File: config.mk
export PLATFORM = sky130hd
export DESIGN_NAME = bypass_scoreboard
export DESIGN_NICKNAME = d
export VERILOG_FILES = /design/src/rtl/bypass_scoreboard.sv
export SDC_FILE = /design/constraint.sdc
export NUM_CORES = 1
export LEC_CHECK = 0
export ABC_AREA = 1
export CORE_ASPECT_RATIO = 0.75
export CORE_MARGIN = 2
export CORE_UTILIZATION = 45
export CTS_BUF_LIST = sky130_fd_sc_hd__clkbuf_8
export CTS_CLUSTER_DIAMETER = 200
export DETAILED_ROUTE_END_ITERATION = 8
export PLACE_DENSITY = 0.76
export SKIP_LAST_GASP = 1
export SYNTH_ARGS = -nofsm -noshare
export SYNTH_HDL_FRONTEND = slang
export SYNTH_SLANG_ARGS = --single-unit
export TNS_END_PERCENT = 10
File: constraint.sdc
create_clock -name clk -period 1.85 [get_ports clk]
set_input_delay 0.2775 -clock clk [delete_from_list [all_inputs] [get_ports clk]]
set_output_delay 0.2775 -clock clk [all_outputs]
set_load 0.02 [all_outputs]
File: src/rtl/bypass_scoreboard.sv
// Forwarding/hazard tracker: shift register of in-flight destination records that
// selects a bypass stage per source operand and raises a load-use style stall.
module bypass_scoreboard #(
    parameter int unsigned NUM_STAGES  = 2,
    parameter int unsigned NUM_SRC     = 2,
    parameter int unsigned FLUSH_DEPTH = 1,
    parameter int unsigned SEL_W       = $clog2(NUM_STAGES + 1)
) (
    input  logic                                      clk,
    input  logic                                      rstN,
    input  logic                                      stall,
    input  logic                                      flush,
    input  logic                                      issueValid,
    input  logic                                      issueWEnable,
    input  logic [4:0]                                issueRdAddr,
    input  logic [((SEL_W > 1) ? SEL_W - 1 : 1)-1:0]  issueReadyStg,
    input  logic [NUM_SRC-1:0]                        srcUsed,
    input  logic [NUM_SRC*5-1:0]                      srcAddr,
    output logic [NUM_SRC*SEL_W-1:0]                  bypassSel,
    output logic                                      hazardStall,
    output logic [31:0]                               hazardCount
);

    localparam int unsigned RS_W  = (SEL_W > 1) ? SEL_W - 1 : 1;
    localparam int unsigned CNT_W = 32;

    logic [NUM_STAGES-1:0]  valid_q, valid_d;
    logic [4:0]             rd_q [NUM_STAGES];
    logic [4:0]             rd_d [NUM_STAGES];
    logic [RS_W-1:0]        rs_q [NUM_STAGES];
    logic [RS_W-1:0]        rs_d [NUM_STAGES];
    logic [CNT_W-1:0]       hazard_count_q, hazard_count_d;
    logic [NUM_SRC-1:0]     not_ready_c;
    logic                   issue_write_c;

    // Per-source lookup; scanning oldest to youngest lets the youngest match win.
    always_comb begin
        logic [SEL_W-1:0] sel;
        logic             nr;
        bypassSel   = '0;
        not_ready_c = '0;
        sel         = '0;
        nr          = 1'b0;
        for (int k = 0; k < int'(NUM_SRC); k++) begin
            sel = '0;
            nr  = 1'b0;
            if (srcUsed[k] && (srcAddr[k*5 +: 5] != 5'd0)) begin
                for (int i = int'(NUM_STAGES) - 1; i >= 0; i--) begin
                    if (valid_q[i] && (rd_q[i] == srcAddr[k*5 +: 5])) begin
                        if (32'(i) >= 32'(rs_q[i])) begin
                            sel = SEL_W'(i + 1);
                            nr  = 1'b0;
                        end else begin
                            sel = '0;
                            nr  = 1'b1;
                        end
                    end
                end
            end
            bypassSel[k*SEL_W +: SEL_W] = sel;
            not_ready_c[k]              = nr;
        end
    end

    assign hazardStall   = issueValid & (|not_ready_c);
    assign issue_write_c = issueValid & ~hazardStall & issueWEnable & (issueRdAddr != 5'd0);
    assign hazardCount   = hazard_count_q;

    // Next-state: flush beats stall beats shift; a flushed slot never takes the issue record.
    always_comb begin
        valid_d = valid_q;
        for (int i = 0; i < int'(NUM_STAGES); i++) begin
            rd_d[i] = rd_q[i];
            rs_d[i] = rs_q[i];
        end
        if (!stall) begin
            for (int i = 1; i < int'(NUM_STAGES); i++) begin
                valid_d[i] = valid_q[i-1];
                rd_d[i]    = rd_q[i-1];
                rs_d[i]    = rs_q[i-1];
            end
            valid_d[0] = issue_write_c;
            rd_d[0]    = issueRdAddr;
            rs_d[0]    = issueReadyStg;
        end
        if (flush) begin
            for (int i = 0; i < int'(FLUSH_DEPTH); i++) begin
                valid_d[i] = 1'b0;
            end
        end
        hazard_count_d = hazard_count_q;
        if (hazardStall && (hazard_count_q != '1)) begin
            hazard_count_d = hazard_count_q + CNT_W'(1);
        end
    end

    always_ff @(posedge clk or negedge rstN) begin
        if (!rstN) begin
            valid_q        <= '0;
            hazard_count_q <= '0;
            for (int i = 0; i < int'(NUM_STAGES); i++) begin
                rd_q[i] <= '0;
                rs_q[i] <= '0;
            end
        end else begin
            valid_q        <= valid_d;
            hazard_count_q <= hazard_count_d;
            for (int i = 0; i < int'(NUM_STAGES); i++) begin
                rd_q[i] <= rd_d[i];
                rs_q[i] <= rs_d[i];
            end
        end
    end

endmodule

==> key figures <==
Outcome
  • Result of the run: finished, violations left
  • Failing checks: setup timing

Synthesis
  • Synth Register Bits: 45
  • Register area share after synthesis: 34.6%
  • Mapped Nets: 495
  • Synth Area in Adders: 0.385%
  • Synth Warn #: 0
  • Post-Syn Instances: 470
  • Complex-gate fraction of the synthesized area: 3.69%
  • Synth Area in Simple Gates: 48.6%
  • Post-synthesis xor/xnor area fraction: 6.19%
  • Mux contribution to synthesized area: 0%
  • Synth Area per Inst: 6.92 sq um
  • Synth Cell Area: 3250 sq um
  • Post-synth cell types: 29
  • Largest family of logic cells by synthesized area: simple AND/OR/NAND/NOR gates

STA
  • Final setup viols: 4
  • Final hold slack: 0.492 ns
  • Headroom to the max-slew limit: 62.6%
  • Final Hold Vio Count: 0
  • Tcrit/Tclk final: 102%
  • F_max: 529 MHz
  • Worst-Margin Slew: 0.560 ns
  • Tmin final: 1.89 ns
  • Final Skew: 0.00614 ns
  • Setup ws final: -0.0420 ns
  • Max-slew violations: 0
  • RSZ-0062 raised after global routing: true

Critical path
  • Critical Path RT: 1.57 ns
  • RR Endpoint: hazardCount[10]$_DFFE_PN0P_
  • Critical path capture point type: output pin
  • Worst Path Arrival: 1.61 ns
  • Reg2reg setup slack: 0.04 ns
  • Worst R2R Start: rd_q[6]$_DFFE_PN0N_
  • Crit path kind: reg2out
  • Crit-path max FO: 4
  • Crit start category: register
  • Path depth of the worst reg2reg path: 11

Global route
  • Gr usage total: 26.4%
  • Pin count of the biggest net entering global routing: 35
  • First-pass GRT wire length: 16.3 mm
  • Grt ovf: 0
  • Initial antenna violation count: 0
  • Number of global-route vias before repair: 3,170

Cells and area
  • Final nets: 598
  • Area Overhead vs Synth: 38.7%
  • Layout fillers: 616
  • Final core utilization: 65.4%
  • Fraction of layout cells with a size suffix above 1: 22.6%
  • Area occupied by multi-input gates: 2010 sq um
  • Sequential standard cell area: 1130 sq um
  • # diodes: 0

Placed design
  • Final GP Congestion: 0.980
  • Detailed placement HPWL: 7.63 mm
  • # port buffers: 60

Power and ir drop
  • Worst vdd ir: 311 uV
  • Static Leak: 0.00218 uW
  • Power density cells: 431 nW/um^2
  • Power, Total: 1940 uW

Clock tree
  • Clock tree buffer depth: 2
  • Skew-Pair Late Insertion Delay: 0.30 ns
  • Root buf cell: clkbuf_8
  • H-tree levels: 2
  • Clock transition at path regs: 0.09 ns
  • CTS Buf Count: 5
  • Clk sinks: 45
  • CTS tree: built

Die
  • Core area: 6900 sq um
  • Cell row count: 26
  • Total die area: 7930 sq um
  • Initial Utilization: 47.2%
  • DIE HEIGHT: 77.6 microns
  • I/O pin count: 61
  • Die X: 102 microns

Drt
  • Vias: 3,488
  • Starting DRT DRC Count: 258
  • First-pass DRT Iterations: 4
  • Drt total wl: 10.2 mm
  • Antenna Nets Post-Route: 0
  • Vias/cell: 5.19
  • WL per Instance: 15.2 microns
  • Residual DRC: 0

Min path
  • Min-delay worst type: in2async

Flow run
  • Max-cap violations: 0
-- placed cells by master (no fill, tap or decap), types with 3 or more instances in the layout --
master,instances
nand3_2,3
nand3b_1,16
inv_1,18
buf_12,5
o21ai_0,11
nand2_4,3
inv_2,10
nor2_1,55
clkbuf_8,5
dlygate4sd2_1,7
buf_4,46
xor2_1,11
clkdlybuf4s50_1,45
nand4_1,37
nand2_1,171
nand2_2,36
nor2_2,3
xnor2_1,12
nor2_4,4
dfrtp_1,45
a21oi_1,3
nand3_1,4
-- critical path, cell delays in order, from the launching register on --
cell     delay [ns]
dfrtp_1        0.43
inv_2          0.08
nand2_2        0.07
o21ai_1        0.08
nor2_1         0.15
buf_4          0.14
nand3_2        0.08
nor2_2         0.12
buf_4          0.15
-- logic make-up (layout without fill, tap and decap cells) --
group | after synthesis | in the layout
flip-flops | 45 | 45
XOR/XNOR | 23 | 23
adder cells (fa/ha/maj) | 1 | 1
AND/OR/NAND/NOR | 337 | 337
buffers and inverters | 42 | 146
AO/OA/AOI/OAI | 22 | 22
-- synthesized netlist by cell type (all sizes together) --
cell | instances | share of area, %
a211oi | 1 | 0.23
a21boi | 1 | 0.23
a21oi | 5 | 0.77
buf | 9 | 2.7
clkbuf | 6 | 0.69
dfrtp | 45 | 35
ha | 1 | 0.38
inv | 27 | 3.1
nand2 | 210 | 27
nand3 | 8 | 1.2
nand3b | 16 | 3.7
nand4 | 38 | 7.8
nor2 | 64 | 8.7
nor3 | 1 | 0.15
o2111ai | 1 | 0.27
o21ai | 13 | 2.0
o22ai | 1 | 0.19
xnor2 | 12 | 3.2
xor2 | 11 | 3.0
-- registers in the layout (all words and copies together) (netlist names) --
name and cells:
rs_q 1, rd_q 10, valid_q 2, hazardCount 32
-- area by class of cell --
| cell class | instances | share of cell area (%) |
|---|---|---|
| Multi-Input combinational cell | 383 | 44.7 |
| Sequential cell | 45 | 25.0 |
| Timing Repair Buffer | 111 | 23.6 |
| Tap cell | 98 | 2.72 |
| Inverter | 27 | 2.25 |
| Clock buffer | 5 | 1.53 |
| Clock inverter | 3 | 0.305 |
-- worst max-delay path by stage --
stage / startpoint / to / slack (ns) / cells after the start
2_1_floorplan: hazardCount[0]$_DFFE_PN0P_ / hazardCount[10]$_DFFE_PN0P_ / 0.02 / 9
3_3_place_gp: srcAddr[2] / bypassSel[0] / -0.57 / 9
3_5_place_dp: srcAddr[0] / hazardStall / -0.63 / 8
4_1_cts: rd_q[9]$_DFFE_PN0N_ / hazardStall / -0.05 / 8
5_1_grt: rd_q[6]$_DFFE_PN0N_ / hazardStall / -0.13 / 7
6_report: rd_q[6]$_DFFE_PN0N_ / bypassSel[0] / -0.04 / 8
-- per-stage QoR --
step | cell area, sq um | cells | setup slack [ns] | TNS (ns)
floorplan | 3250 | 470 | 0.0203 | 0
global placement | 4250 | 657 | -0.572 | -10.16
detailed placement | 4250 | 657 | -0.635 | -12.06
CTS | 4370 | 669 | -0.0465 | -0.106
global route | 4510 | 672 | -0.131 | -2.37
finish | 4510 | 672 | -0.0420 | -0.0748
-- per-layer routing --
layer	up-vias	GRT usage (%)	share of wire, %
met5	-	0	0
met4	0	6.00	1.0
met2	131	34.9	40
met3	12	5.32	7.9
met1	1623	43.1	51
li1	1722	-	-
-- repair_timing --
| item | 4_1_cts | 5_1_grt |
|---|---|---|
| setup endpoints to repair | 5 | 37 |
| pin swaps | 8 | 12 |
| buffers inserted | 3 | 1 |
| resized for setup | 41 | 23 |
| gates cloned | 0 | 2 |
| hold buffers | 1 | 0 |
| hold endpoints to repair | 22 | 0 |
-- report_power, final --
group / internal [uW] / leakage [uW] / switching (uW)
sequential: 1010 / 0.000610 / 35.7
clock: 257 / 0.0000491 / 345
combinational: 136 / 0.00152 / 161
total: 1400 / 0.00218 / 541
Note: power is estimated with default switching activity, not from simulation.
